File: config.mk
export PLATFORM = sky130hd
export DESIGN_NAME = uart_console_writer
export DESIGN_NICKNAME = d
export VERILOG_FILES = /design/src/rtl/uart_console_writer.sv
export SDC_FILE = /design/constraint.sdc
export NUM_CORES = 1
export LEC_CHECK = 0
export ABC_CLOCK_PERIOD_IN_PS = 7800
export BUFFER_PORTS_ARGS = -buffer_cell sky130_fd_sc_hd__buf_2
export CORE_ASPECT_RATIO = 1.1
export CORE_MARGIN = 4
export CORE_UTILIZATION = 55
export CTS_BUF_LIST = sky130_fd_sc_hd__clkbuf_16
export DETAILED_ROUTE_END_ITERATION = 6
export PLACE_DENSITY = 0.78
export SLEW_MARGIN = 20
export SYNTH_ARGS = -nofsm -noshare
export SYNTH_HDL_FRONTEND = slang
export SYNTH_SLANG_ARGS = --single-unit
File: constraint.sdc
create_clock -name clk -period 7.8 [get_ports clk]
set_input_delay 1.17 -clock clk [delete_from_list [all_inputs] [get_ports clk]]
set_output_delay 1.17 -clock clk [all_outputs]
set_load 0.1 [all_outputs]
File: src/rtl/uart_console_writer.sv
// UART-to-VRAM text console: buffers received bytes, interprets CR/LF/BS/FF,
// tracks a cursor and emits single-cycle character writes with scrolling.
module uart_console_writer #(
    parameter int COLS           = 50,
    parameter int ROWS           = 15,
    parameter int FIFO_DEPTH     = 4,
    parameter int CLEAR_ON_RESET = 1
) (
    input  logic        clk,
    input  logic        reset,
    input  logic [7:0]  rx_data,
    input  logic        rx_ready,
    output logic        vram_ce,
    output logic [11:0] vram_addr,
    output logic [7:0]  vram_data,
    output logic [5:0]  cursor_col,
    output logic [3:0]  cursor_row,
    output logic [3:0]  top_row,
    output logic        busy,
    output logic        overflow
);

    localparam int AW = (FIFO_DEPTH > 1) ? $clog2(FIFO_DEPTH) : 1;
    localparam int CW = $clog2(FIFO_DEPTH + 1);

    localparam logic [11:0] L_COLS_M1  = 12'(COLS - 1);
    localparam logic [11:0] L_COLS     = 12'(COLS);
    localparam logic [11:0] L_CELLS_M1 = 12'(COLS * ROWS - 1);
    localparam logic [3:0]  L_ROW_LAST = 4'(ROWS - 1);
    localparam logic [6:0]  L_COL_END  = 7'(COLS);

    localparam logic [2:0] ST_BOOT    = 3'd0;
    localparam logic [2:0] ST_IDLE    = 3'd1;
    localparam logic [2:0] ST_EXEC    = 3'd2;
    localparam logic [2:0] ST_CLR_ROW = 3'd3;
    localparam logic [2:0] ST_CLR_SCR = 3'd4;

    localparam logic [7:0] C_BS    = 8'h08;
    localparam logic [7:0] C_LF    = 8'h0A;
    localparam logic [7:0] C_FF    = 8'h0C;
    localparam logic [7:0] C_CR    = 8'h0D;
    localparam logic [7:0] C_SPACE = 8'h20;

    logic [7:0]    r_mem [FIFO_DEPTH];
    logic [AW-1:0] r_wp;
    logic [AW-1:0] r_rp;
    logic [CW-1:0] r_cnt;
    logic          r_ovf;

    logic [2:0]  r_state;
    logic [7:0]  r_cmd;
    logic [5:0]  r_col;
    logic [3:0]  r_row;
    logic [3:0]  r_top;
    logic [11:0] r_row_base;
    logic        r_wrapped;
    logic [11:0] r_ccnt;
    logic        r_ce;
    logic [11:0] r_addr;
    logic [7:0]  r_data;

    logic       w_empty;
    logic       w_full;
    logic       w_pop;
    logic       w_push;
    logic       w_drop;
    logic [7:0] w_head;

    function automatic logic [AW-1:0] f_inc(input logic [AW-1:0] p);
        return (p == AW'(FIFO_DEPTH - 1)) ? '0 : p + 1'b1;
    endfunction

    assign w_empty = (r_cnt == '0);
    assign w_full  = (r_cnt == CW'(FIFO_DEPTH));
    assign w_pop   = (r_state == ST_IDLE) && !w_empty;
    // A full FIFO still accepts a byte when the same cycle frees a slot.
    assign w_push  = rx_ready && (!w_full || w_pop);
    assign w_drop  = rx_ready && w_full && !w_pop;
    assign w_head  = r_mem[r_rp];

    always_ff @(posedge clk) begin
        if (w_push) begin
            r_mem[r_wp] <= rx_data;
        end
    end

    always_ff @(posedge clk or negedge reset) begin
        if (!reset) begin
            r_wp  <= '0;
            r_rp  <= '0;
            r_cnt <= '0;
            r_ovf <= 1'b0;
        end else begin
            if (w_push) begin
                r_wp <= f_inc(r_wp);
            end
            if (w_pop) begin
                r_rp <= f_inc(r_rp);
            end
            if (w_push && !w_pop) begin
                r_cnt <= r_cnt + 1'b1;
            end else if (!w_push && w_pop) begin
                r_cnt <= r_cnt - 1'b1;
            end
            if (w_drop) begin
                r_ovf <= 1'b1;
            end
        end
    end

    logic [11:0] w_cur_addr;
    logic        w_h_print;
    logic        w_h_bs;

    assign w_cur_addr = r_row_base + {6'd0, r_col};
    assign w_h_print  = (w_head >= 8'h20) && (w_head <= 8'h7E);
    assign w_h_bs     = (w_head == C_BS) && (r_col != 6'd0);

    logic       w_c_print;
    logic       w_c_cr;
    logic       w_c_lf;
    logic       w_c_bs;
    logic       w_c_ff;
    logic [6:0] w_col_inc;
    logic       w_eol;
    logic       w_adv;

    assign w_c_print = (r_cmd >= 8'h20) && (r_cmd <= 8'h7E);
    assign w_c_cr    = (r_cmd == C_CR);
    assign w_c_lf    = (r_cmd == C_LF);
    assign w_c_bs    = (r_cmd == C_BS);
    assign w_c_ff    = (r_cmd == C_FF);
    assign w_col_inc = {1'b0, r_col} + 7'd1;
    assign w_eol     = (w_col_inc == L_COL_END);
    assign w_adv     = (w_c_print && w_eol) || w_c_lf;

    logic        w_last_row;
    logic [3:0]  w_row_nx;
    logic [11:0] w_rb_nx;
    logic        w_wrap_nx;
    logic [3:0]  w_top_nx;

    assign w_last_row = (r_row == L_ROW_LAST);
    assign w_row_nx   = w_last_row ? 4'd0 : r_row + 4'd1;
    assign w_rb_nx    = w_last_row ? 12'd0 : r_row_base + L_COLS;
    assign w_wrap_nx  = r_wrapped | w_last_row;
    // Once wrapped, the oldest visible row is the one after the new cursor row.
    assign w_top_nx   = (w_row_nx == L_ROW_LAST) ? 4'd0 : w_row_nx + 4'd1;

    always_ff @(posedge clk or negedge reset) begin
        if (!reset) begin
            r_state    <= ST_BOOT;
            r_cmd      <= 8'd0;
            r_col      <= 6'd0;
            r_row      <= 4'd0;
            r_top      <= 4'd0;
            r_row_base <= 12'd0;
            r_wrapped  <= 1'b0;
            r_ccnt     <= 12'd0;
            r_ce       <= 1'b0;
            r_addr     <= 12'd0;
            r_data     <= 8'd0;
        end else begin
            r_ce <= 1'b0;
            unique case (r_state)
                ST_BOOT: begin
                    if (CLEAR_ON_RESET != 0) begin
                        r_state <= ST_CLR_SCR;
                        r_ccnt  <= 12'd0;
                        r_ce    <= 1'b1;
                        r_addr  <= 12'd0;
                        r_data  <= C_SPACE;
                    end else begin
                        r_state <= ST_IDLE;
                    end
                end
                ST_IDLE: begin
                    if (w_pop) begin
                        r_cmd   <= w_head;
                        r_state <= ST_EXEC;
                        // Write is registered here so it is visible during EXEC.
                        if (w_h_print) begin
                            r_ce   <= 1'b1;
                            r_addr <= w_cur_addr;
                            r_data <= w_head;
                        end else if (w_h_bs) begin
                            r_ce   <= 1'b1;
                            r_addr <= w_cur_addr - 12'd1;
                            r_data <= C_SPACE;
                        end
                    end
                end
                ST_EXEC: begin
                    r_state <= ST_IDLE;
                    unique case (1'b1)
                        w_c_print: r_col <= w_eol ? 6'd0 : w_col_inc[5:0];
                        w_c_cr:    r_col <= 6'd0;
                        w_c_lf:    r_col <= 6'd0;
                        w_c_bs: begin
                            if (r_col != 6'd0) begin
                                r_col <= r_col - 6'd1;
                            end
                        end
                        w_c_ff: begin
                            r_state <= ST_CLR_SCR;
                            r_ccnt  <= 12'd0;
                            r_ce    <= 1'b1;
                            r_addr  <= 12'd0;
                            r_data  <= C_SPACE;
                        end
                        default: r_state <= ST_IDLE;
                    endcase
                    if (w_adv) begin
                        r_row      <= w_row_nx;
                        r_row_base <= w_rb_nx;
                        r_wrapped  <= w_wrap_nx;
                        if (w_wrap_nx) begin
                            r_top <= w_top_nx;
                        end
                        r_state <= ST_CLR_ROW;
                        r_ccnt  <= 12'd0;
                        r_ce    <= 1'b1;
                        r_addr  <= w_rb_nx;
                        r_data  <= C_SPACE;
                    end
                end
                ST_CLR_ROW: begin
                    if (r_ccnt == L_COLS_M1) begin
                        r_state <= ST_IDLE;
                    end else begin
                        r_ccnt <= r_ccnt + 12'd1;
                        r_ce   <= 1'b1;
                        r_addr <= r_addr + 12'd1;
                    end
                end
                ST_CLR_SCR: begin
                    if (r_ccnt == L_CELLS_M1) begin
                        r_state    <= ST_IDLE;
                        r_col      <= 6'd0;
                        r_row      <= 4'd0;
                        r_top      <= 4'd0;
                        r_row_base <= 12'd0;
                        r_wrapped  <= 1'b0;
                    end else begin
                        r_ccnt <= r_ccnt + 12'd1;
                        r_ce   <= 1'b1;
                        r_addr <= r_addr + 12'd1;
                    end
                end
                default: r_state <= ST_IDLE;
            endcase
        end
    end

    assign vram_ce    = r_ce;
    assign vram_addr  = r_addr;
    assign vram_data  = r_data;
    assign cursor_col = r_col;
    assign cursor_row = r_row;
    assign top_row    = r_top;
    assign busy       = (r_state == ST_CLR_ROW) || (r_state == ST_CLR_SCR);
    assign overflow   = r_ovf;

endmodule

=== Word level (Yosys, flattened, before mapping) ===
Memories as Yosys holds them, arrays and structs flattened.
Cells that the tools add are included.

* Bits in latches: 0
* Output and inout port bits: 37
* Logic and storage cells: 154
* Input port bits: 11
* Bits in registers: 79
* RAM bits: 32
* Memories: 1
* Memory bits (read-only): 0

* $add $sub $neg: 13
* Reduce and logical (&&, ||, !) cells: 34
* $mul: 0
* Shift-type cells: 0
* Magnitude comparators: 4
* Multiplexer cells: 58
* Div/mod/pow operators: 0
* Equal/unequal tests: 28
* Bitwise gates (word level): 1

{| class="wikitable"
|+ Memories
! name !! words !! width !! read ports !! clocked after memory_dff !! write ports !! RTL line !! RTL
|-
| r_mem || 4 || 8 || 1 || 0 || 1 || 44 || <nowiki>logic [7:0] r_mem [FIFO_DEPTH];</nowiki>
|}

{| class="wikitable"
|+ Operators by type and width
! cell !! count
|-
| $mux 12 || 13
|-
| $pmux 12 s5 || 1
|-
| $pmux 12 s4 || 1
|-
| $eq 8x4->1 const B || 5
|-
| $mux 8 || 5
|-
| $add 12x1->12 const B || 2
|-
| $mux 4 || 6
|-
| $pmux 12 s2 || 1
|-
| $pmux 8 s3 || 1
|-
| $mux 3 || 7
|-
| $mux 6 || 3
|-
| $pmux 6 s3 || 1
|-
| $ge 8x6->1 const B || 2
|-
| $le 8x7->1 const B || 2
|-
| $pmux 4 s2 || 2
|-
| $reduce_and 4->1 || 4
|-
| $pmux 3 s5 || 1
|-
| $ne 2x2->1 const B || 7
|-
| $add 12x6->12 || 1
|-
| $add 12x6->12 const B || 1
|-
| $eq 12x10->1 const B || 1
|-
| $eq 12x6->1 const B || 1
|-
| $pmux 6 s2 || 1
|-
| $sub 12x1->12 const B || 1
|-
| 32 further kinds || 68
|}

=== Depth between registers and ports, before layout ===
Gate-level depths: netlist of run 1.

* Depth in word-level cells: 9
* Mapped depth: 13
* Depth with buffers taken out: 10

=== Least setup slack after synthesis of run 1 ===
OpenSTA, ideal clock, no wires.

* Kind: reg-to-reg
* Start: register r_col[0], in the netlist cursor_col[0]
* End: register r_addr[10], in the netlist vram_addr[10]
* Stages on the path, launching flop included: 11
* Path slack: 4,382 ps
* Library setup time: 128 ps
* Path buffers: 0
* Clock period less this slack: 3,418 ps
* Data arrival time: 3,290 ps
* Cells stage by stage: dfrtp_1 > ha_1 > fa_1 > a21o_1 > a221oi_1 > nor2_1 > o22a_1 > o22a_1 > o211ai_1 > nor3b_1 > mux2i_1

* Longest elaborated chain between the ends: 6

{| class="wikitable"
|+ RTL lines
! what !! RTL line !! RTL
|-
| from (decl) || 52 || <nowiki>logic [5:0] r_col;</nowiki>
|-
| from (signal assigned) || 196 || <nowiki>w_c_print: r_col <= w_eol ? 6'd0 : w_col_inc[5:0];</nowiki>
|-
| from (signal assigned) || 201 || <nowiki>r_col <= r_col - 6'd1;</nowiki>
|-
| $add 12x6->12 or $add 6x1->7 (tied branches) || 115, 133 ||
|-
| $sub 12x1->12 or $eq 7x6->1 (tied branches) || 188, 134 ||
|-
| $mux 12 or $logic_and 1x1->1 (tied branches) || 186, 135 ||
|-
| $mux 12 or $logic_or 1x1->1 (tied branches) || 182, 135 ||
|-
| $mux 12, or another cell as far along || 178 || <nowiki>if (w_pop) begin</nowiki>
|-
| $pmux 12 s5 or $reduce_and 6->1 (tied branches) || -- ||
|-
| to (signal assigned) || 184 || <nowiki>r_addr <= w_cur_addr;</nowiki>
|-
| to (signal assigned) || 188 || <nowiki>r_addr <= w_cur_addr - 12'd1;</nowiki>
|-
| to (signal assigned) || 223 || <nowiki>r_addr <= w_rb_nx;</nowiki>
|-
| to (decl) || 59 || <nowiki>logic [11:0] r_addr;</nowiki>
|}

Several ways; a longest one is shown, not always the timed one. The select of a mux whose other input is x is not followed.
A chain may end at the register's enable or synchronous reset.

=== Worst setup path in the final report of run 1 ===
* Start: register r_cmd[6]
* End: register r_addr[11], in the netlist vram_addr[11]

* Longest elaborated chain between the ends: 6

{| class="wikitable"
|+ RTL lines
! what !! RTL line !! RTL
|-
| from (decl) || 51 || <nowiki>logic [7:0] r_cmd;</nowiki>
|-
| from (signal assigned) || 179 || <nowiki>r_cmd <= w_head;</nowiki>
|-
| $ge 8x6->1 or $le 8x7->1 (tied branches) || 128 || <nowiki>assign w_c_print = (r_cmd >= 8'h20) && (r_cmd <= 8'h7E);</nowiki>
|-
| $logic_and 1x1->1 || 128 ||
|-
| $logic_and 1x1->1 || 135 || <nowiki>assign w_adv = (w_c_print && w_eol) || w_c_lf;</nowiki>
|-
| $logic_or 1x1->1 || 135 ||
|-
| $ne 3x3->1 (no line) or $mux 12 (tied branches) || -- ||
|-
| $reduce_and 6->1 (no line) or $pmux 12 s5 (tied branches) || -- ||
|}

Several ways; a longest one is shown, not always the timed one.

==> summary.txt, run 1 <==
Run status
  – Run status: finished clean

Placed design
  – Final HPWL DP: 10200 um
  – Port Buf Inserts: 47
  – Cell count after placement: 832
  – Placer congestion estimate: 0.866

GRT
  – Global-route wire length before repair: ~25000 um
  – Initial antenna violation count: 0
  – Gr usage total: 22.3%
  – Vias in the first global route: 5096
  – Largest net degree at the start of global routing: 80
  – Total gr overflow: 0

Clock tree
  – CTS clock-pin slew for the worst setup and hold paths: 70 ps
  – CTS buffer count: 9
  – Post-CTS Hold Buffers: 0
  – Max clock buf depth: 2
  – H-tree lvl count: 3
  – Clk root buf: clkbuf_16
  – Clk sinks: ~110
  – CTS tree: done
  – Worst-Skew Late Latency: 360 ps
  – Setup bufs post-CTS: 0
  – # resized after CTS: 0

Power
  – Leak Pwr: 3.10 nW
  – Gate power share: around 13%
  – Share of total power in the clock network: approximately 36%
  – Internal power consumption: 961 uW
  – Net Sw Frac: 27.1%
  – Sequential power share: 51.2%
  – P per Cell Area: 185 nW/um2
  – Maximum VDD drop: around 0.00015 V
  – Psw: 357 uW
  – Total power: 1.32 mW

STA
  – Max-Slew Margin vs Limit: roughly 25%
  – Max Transition Viols Final: 0
  – Worst Tran Pin Value: 1120 ps
  – Final worst path period need: 3600 ps
  – Final setup vio count: 0
  – Hold Vio Cnt, Final: 0
  – Period utilization: between 40% and 50%
  – Fin Clk Skew: 13.6 ps
  – RSZ-0062 raised after global routing: no
  – Sum Neg Setup Slack: 0 ps
  – Max frequency: between 200 and 300 MHz

Drt
  – Routed wire length: 14400 um
  – Antenna violation net count after detailed routing: 0
  – Initial DRC Count: 471
  – Routed via count: 5116
  – DRC viols: 0
  – WL/cell: 17.0 um
  – DRT Pass-1 Iters: 5
  – DR vias/cell: 6.03

Setup path
  – Data arrival, critical path: 3870 ps
  – Worst reg-to-reg setup slack: around 4200 ps
  – Critical Path RT: 8080 ps
  – Crit end category: register
  – Worst setup SP type: register
  – CP Max Fanout: 17
  – Setup crit start: r_cmd[6]$_DFFE_PN0P_
  – Setup Crit Path Kind: reg2reg
  – Worst r2r src: r_cmd[6]$_DFFE_PN0P_

Final layout
  – Post-Layout Cell Count: 848
  – Synthesis-to-layout area growth: 9.09%
  – # nets final: 727
  – Antenna cells: 0
  – Share of cells above drive strength 1: 13.3%
  – Commonest non-fill, non-tap cells in the layout: dfrtp_1 (79), nand2_1 (68), o21ai_0 (60), nor2_1 (55), buf_2 (46)
  – Commonest non-fill, non-tap cell in the layout: dfrtp_1

Die
  – Die H: 122 um
  – Die area: roughly 14000 um2
  – # rows: 41
  – Top-Level Pins: 48
  – Chip width: 112 um
  – Core area: 11500 um2
  – Initial Util: a little under three fifths

Hold path
  – Hold_sp: overflow$_DFFE_PN0P_
  – Hold WC Path Type: reg2reg

Synth
  – Sequential-to-total area share from yosys stat: 44.9%
  – Mapped cell area: 6540 um2
  – Post-synthesis cell count: 667
  – Async set-reset flop share out of synthesis: 71.2%
  – Synth Warn #: 0
  – Post-synthesis register bit count: 111
  – Syn_nets: 701
  – Post-synth EDFFs: 32
  – Top FF cell, synth: dfrtp_1
  – Mean Syn Cell Area: 9.81 um2
  – Distinct cells, synth: 67

Job
  – Max cap viols: 0
[power groups by stage]
stage               combinational [mW]  sequential (mW)  clock, mW
CTS                              0.169            0.675      0.485
global placement                 0.160            0.683          0
global route                     0.188            0.679      0.509
finish                           0.167            0.674      0.477
detailed placement               0.167            0.686          0
floorplan                        0.103            0.698          0
[layout make-up]
cell class | count | area, um2
Clock buffer | 9 | 225
Clock inverter | 7 | 78.8
Fill cell | 943 | 4410
Inverter | 24 | 90.1
Multi-Input combinational cell | 497 | 3350
Sequential cell | 111 | 2940
Tap cell | 150 | 188
Timing Repair Buffer | 50 | 264
[metal layers]
metal	track usage [%]	up-vias	routed length [um]
met4	13.0	0	566
met2	38.1	147	7270
met3	3.65	40	649
li1	-	2471	-
met1	27.0	2458	5940
met5	0	-	0
[state kept, by name (all words and copies together), names as in the netlist, 4 cells and up]
name and cells:
r_row_base 12, vram_addr 12, cursor_row 4, r_cmd 8, top_row 4, cursor_col 6, r_ccnt 12, vram_data 8
r_mem 32
[logic make-up after synthesis]
| group | synth area share, % |
|---|---|
| buffers and inverters | 3.94 |
| XOR/XNOR | 6.70 |
| AO/OA/AOI/OAI | 15.7 |
| multiplexers | 6.58 |
| flip-flops | 44.9 |
| AND/OR/NAND/NOR | 17.5 |
| adder cells (fa/ha/maj) | 4.63 |
[cell usage after synthesis (3+ instances only)]
master | number | area share, %
edfxtp_1 | 32 | 15
inv_1 | 24 | 1.4
nand2_1 | 68 | 3.9
mux4_2 | 3 | 1.0
ha_1 | 21 | 4.0
a21oi_1 | 27 | 2.1
nor2_1 | 55 | 3.2
o21a_1 | 4 | 0.46
a31oi_1 | 6 | 0.57
xor2_1 | 29 | 3.9
mux2_2 | 13 | 2.2
o211ai_1 | 3 | 0.34
a21o_1 | 9 | 1.0
nor2b_1 | 3 | 0.29
o31ai_1 | 10 | 1.1
o22ai_1 | 8 | 0.77
nand4_1 | 7 | 0.67
mux4_1 | 5 | 2.0
xnor2_1 | 21 | 2.8
or4_1 | 3 | 0.34
a221oi_1 | 6 | 0.80
mux2i_1 | 7 | 1.1
and2_1 | 14 | 1.3
nor4_1 | 4 | 0.38
and3_1 | 15 | 1.4
a211oi_1 | 3 | 0.34
nand3_1 | 27 | 2.1
dfrtp_1 | 79 | 30
o21bai_1 | 3 | 0.34
nor3_1 | 9 | 0.69
nor3b_1 | 6 | 0.69
nand2b_1 | 5 | 0.48
or3_1 | 3 | 0.29
clkbuf_1 | 30 | 1.7
o22a_1 | 3 | 0.40
o21ai_0 | 60 | 4.6
[through the flow]
stage / utilization [%] / worst slack [ps] / instance area, um2 / hold WS [ps]
4_1_cts: 61.8 / 4210 / 7130 / 479
3_5_place_dp: 59.1 / 4230 / 6830 / 462
5_1_grt: 61.8 / 3850 / 7130 / 494
2_1_floorplan: - / 4380 / 6540 / 452
6_report: 61.8 / 4200 / 7130 / 475
3_3_place_gp: 59.1 / 4310 / 6830 / 451
[critical path, stage by stage, from the launching register on]
cell	delay, ps
dfrtp_1	410
nor4_1	270
nand2_1	210
or4b_2	710
a21oi_1	740
nand2_1	610
o22ai_1	320
nor3_1	70
a22oi_1	180
[worst paths after layout]
check                      depth (start not counted)                         to
setup / recovery                                   8  vram_addr[11]$_DFFE_PN0P_
hold / removal                                     1       overflow$_DFFE_PN0P_
setup reg to reg                                   8  vram_addr[11]$_DFFE_PN0P_
hold reg to reg                                    1       overflow$_DFFE_PN0P_
max in group asynchronous                          1  cursor_col[2]$_DFFE_PN0P_
min in group asynchronous                          1      r_ccnt[0]$_DFFE_PN0P_
Note: power is estimated with default switching activity, not from simulation.
==> run 2: changes to the inputs <==
--- a/config.mk
+++ b/config.mk
@@ -5,14 +5,14 @@
 export SDC_FILE = /design/constraint.sdc
 export NUM_CORES = 1
 export LEC_CHECK = 0
-export ABC_CLOCK_PERIOD_IN_PS = 7800
+export ABC_CLOCK_PERIOD_IN_PS = 3200
 export BUFFER_PORTS_ARGS = -buffer_cell sky130_fd_sc_hd__buf_2
 export CORE_ASPECT_RATIO = 1.1
 export CORE_MARGIN = 4
 export CORE_UTILIZATION = 55
 export CTS_BUF_LIST = sky130_fd_sc_hd__clkbuf_16
 export DETAILED_ROUTE_END_ITERATION = 6
-export PLACE_DENSITY = 0.78
+export PLACE_DENSITY = 0.81
 export SLEW_MARGIN = 20
 export SYNTH_ARGS = -nofsm -noshare
 export SYNTH_HDL_FRONTEND = slang
==> constraint.sdc (replaced) <==
create_clock -name clk -period 3.2 [get_ports clk]
set_input_delay 0.48 -clock clk [delete_from_list [all_inputs] [get_ports clk]]
set_output_delay 0.48 -clock clk [all_outputs]
set_load 0.1 [all_outputs]
==> summary.txt, run 2 (synthesis results as in run 1) <==
Final layout
  – Post-Layout Cell Count: 871 (+2.7%)
  – Post-route cell area: 7360 um2 (+3.2%)
  – Footprint of the multi-input gates: 3380 um2 (+0.82%)
  – Biggest register: r_mem
  – Fillcell total: 931 (-1.3%)
  – Share of cells above drive strength 1: 17.2% (+3.9 points)
  – Antenna cells: 0 (unchanged)
  – Commonest non-fill, non-tap cell in the layout: dfrtp_1
  – Register Area: 2950 um2 (+0.30%)
  – Max FFs per register: 32 (unchanged)
  – # nets final: 750 (+3.2%)
  – Synthesis-to-layout area growth: 12.6%
  – Commonest non-fill, non-tap cells in the layout: dfrtp_1 (72), nand2_1 (68), o21ai_0 (60), nor2_1 (55), buf_2 (46)

Setup path
  – Crit-path max cell delay: 550 ps (-190 ps)
  – CP Max Fanout: 6 (-11)
  – Crit-path slowest cell: mux4_2
  – Worst r2r src: r_rp[0]$_DFFE_PN0P_
  – Worst reg-to-reg setup slack: 140 ps (-4060 ps)
  – Data arrival, critical path: 3330 ps (-540 ps)
  – Reg-to-reg endpoint: vram_data[6]$_DFFE_PN0P_
  – Critical path buffers and inverters: 1 (+1)
  – R2R cell count: 8 (unchanged)
  – Family with the most delay on the worst path: simple AND/OR/NAND/NOR gates
  – Critical Path RT: 3470 ps (-4610 ps)
  – Setup Crit Path Kind: reg2reg
  – Crit path cell chain: mux4_2 -> or4_1 -> or3_1 -> o41ai_4 -> a21oi_1 -> or3_4 -> buf_4 -> mux2i_1
  – Worst setup SP type: register
  – Crit end category: register

STA
  – Max-Slew Margin vs Limit: 29.9% (+5.1 points)
  – Period utilization: 95.7% (+50 points)
  – Final worst path period need: 3060 ps (-535 ps)
  – Sum Neg Setup Slack: 0 ps (unchanged)
  – Final setup vio count: 0 (unchanged)
  – Max Transition Viols Final: 0 (unchanged)
  – Fin Clk Skew: 11.4 ps (-2.26 ps)
  – Hold Vio Cnt, Final: 0 (unchanged)
  – Max frequency: 327 MHz (+17%)
  – Worst Tran Pin Value: 1050 ps (-76.6 ps)

Die
  – Top-Level Pins: 48 (unchanged)
  – Initial Util: 56.7% (unchanged)
  – # rows: 41 (unchanged)
  – Core area: 11500 um2 (unchanged)
  – Die area: 13700 um2 (unchanged)
  – Die H: 122 um (unchanged)
  – Chip width: 112 um (unchanged)

Clock tree
  – CTS tree: done
  – Setup bufs post-CTS: 0 (unchanged)
  – Post-CTS Hold Buffers: 0 (unchanged)
  – Clk root buf: clkbuf_16
  – Clk sinks: 111 (unchanged)
  – Max clock buf depth: 2 (unchanged)
  – CTS buffer count: 9 (unchanged)
  – CTS clock-pin slew for the worst setup and hold paths: 80 ps (about the same)
  – H-tree lvl count: 3 (unchanged)
  – Worst-Skew Late Latency: 350 ps (about the same)

Power
  – Leak Pwr: 3.21 nW (+3.7%)
  – Gate power share: 13.7% (+1.1 points)
  – Net Sw Frac: 26.6% (-0.51 points)
  – Psw: 856 uW (+140%)
  – Total power: 3.22 mW (+140%)
  – Maximum VDD drop: 0.000353 V (+130%)
  – Sequential power share: 50.9% (-0.3 points)
  – Internal power consumption: 2.37 mW (+150%)
  – Share of total power in the clock network: 35.4% (-0.8 points)
  – P per Cell Area: 438 nW/um2 (+140%)

GRT
  – Vias in the first global route: 5188 (+1.8%)
  – Gr usage total: 22.0% (-0.38 points)
  – Largest net degree at the start of global routing: 80 (unchanged)
  – Initial antenna violation count: 0 (unchanged)
  – Total gr overflow: 0 (unchanged)
  – Global-route wire length before repair: 24700 um (-0.23%)

Placed design
  – Port Buf Inserts: 47 (unchanged)
  – Final HPWL DP: 10600 um (+3.2%)
  – Placer congestion estimate: 0.887 (+2.4%)
  – Cell count after placement: 854 (+2.6%)
  – Placed cell areas: 7000 um2 (+2.5%)

Drt
  – DRT Pass-1 Iters: 5 (unchanged)
  – DRC viols: 0 (unchanged)
  – Initial DRC Count: 590 (+25%)
  – Routed via count: 5314 (+3.9%)
  – WL/cell: 16.7 um (-1.6%)
  – Routed wire length: 14600 um (+1.0%)
  – DR vias/cell: 6.10 (+1.1%)
  – Antenna violation net count after detailed routing: 0 (unchanged)

Hold path
  – Hold WC Path Type: in2async

Run status
  – Run status: finished clean

Job
  – Max cap viols: 0 (unchanged)
==> run 2: cell type report <==
cell class,instances,share of cell area [%]
timing repair buffer,73,6.15
clock buffer,9,3.06
multi-input combinational,497,45.9
tap,150,2.55
inverter,24,1.22
sequential,111,40.0
clock inverter,7,1.10
==> run 2: metal layers <==
| metal | track usage (%) | vias to the layer above | routed length (um) |
|---|---|---|---|
| met5 | 0 | - | 0 |
| met1 | 27.1 | 2582 | 6050 |
| li1 | - | 2511 | - |
| met3 | 2.86 | 41 | 609 |
| met2 | 39.2 | 180 | 7510 |
| met4 | 9.02 | 0 | 407 |
==> run 2: repair_timing <==
action | CTS | global route
endpoints found under the setup margin | 6 | 7
gates resized for setup | 2 | 2
endpoints found under the hold margin | 0 | 0
pin swaps | 0 | 0
==> run 2: worst register-to-register path, cell delays in order (launching register included) <==
cell and delay, ps:
dfrtp_2 450, mux4_2 550, or4_1 530, or3_1 360, o41ai_4 240, a21oi_1 110, or3_4 400, buf_4 170
mux2i_1 160
==> run 2: stage by stage <==
step	hold slack (ps)	util (%)	worst slack (ps)
after floorplan	184	-	68.2
after global routing	7.69	63.8	-0.617
after detailed placement	455	60.6	-44.0
final	2.64	63.8	138
after CTS	326	63.4	80.5
after global placement	445	60.6	60.5
==> run 2: worst max-delay path by stage <==
stage	startpoint	to	slack, ps	cells past startpoint
2_1_floorplan	cursor_col[0]$_DFFE_PN0P_	vram_addr[10]$_DFFE_PN0P_	70	10
3_3_place_gp	r_rp[0]$_DFFE_PN0P_	vram_data[5]$_DFFE_PN0P_	60	7
3_5_place_dp	r_rp[0]$_DFFE_PN0P_	vram_addr[10]$_DFFE_PN0P_	-40	9
4_1_cts	r_rp[0]$_DFFE_PN0P_	vram_data[6]$_DFFE_PN0P_	80	8
5_1_grt	r_rp[0]$_DFFE_PN0P_	vram_data[6]$_DFFE_PN0P_	-0.6	8
6_report	r_rp[0]$_DFFE_PN0P_	vram_data[6]$_DFFE_PN0P_	140	8
==> run 2: power groups by stage <==
stage               clock network [mW]  registers, mW  logic, mW
global route                      1.23           1.66      0.487
global placement                     0           1.67      0.407
finish                            1.14           1.64      0.440
CTS                               1.16           1.64      0.438
detailed placement                   0           1.67      0.434
floorplan                            0           1.70      0.250
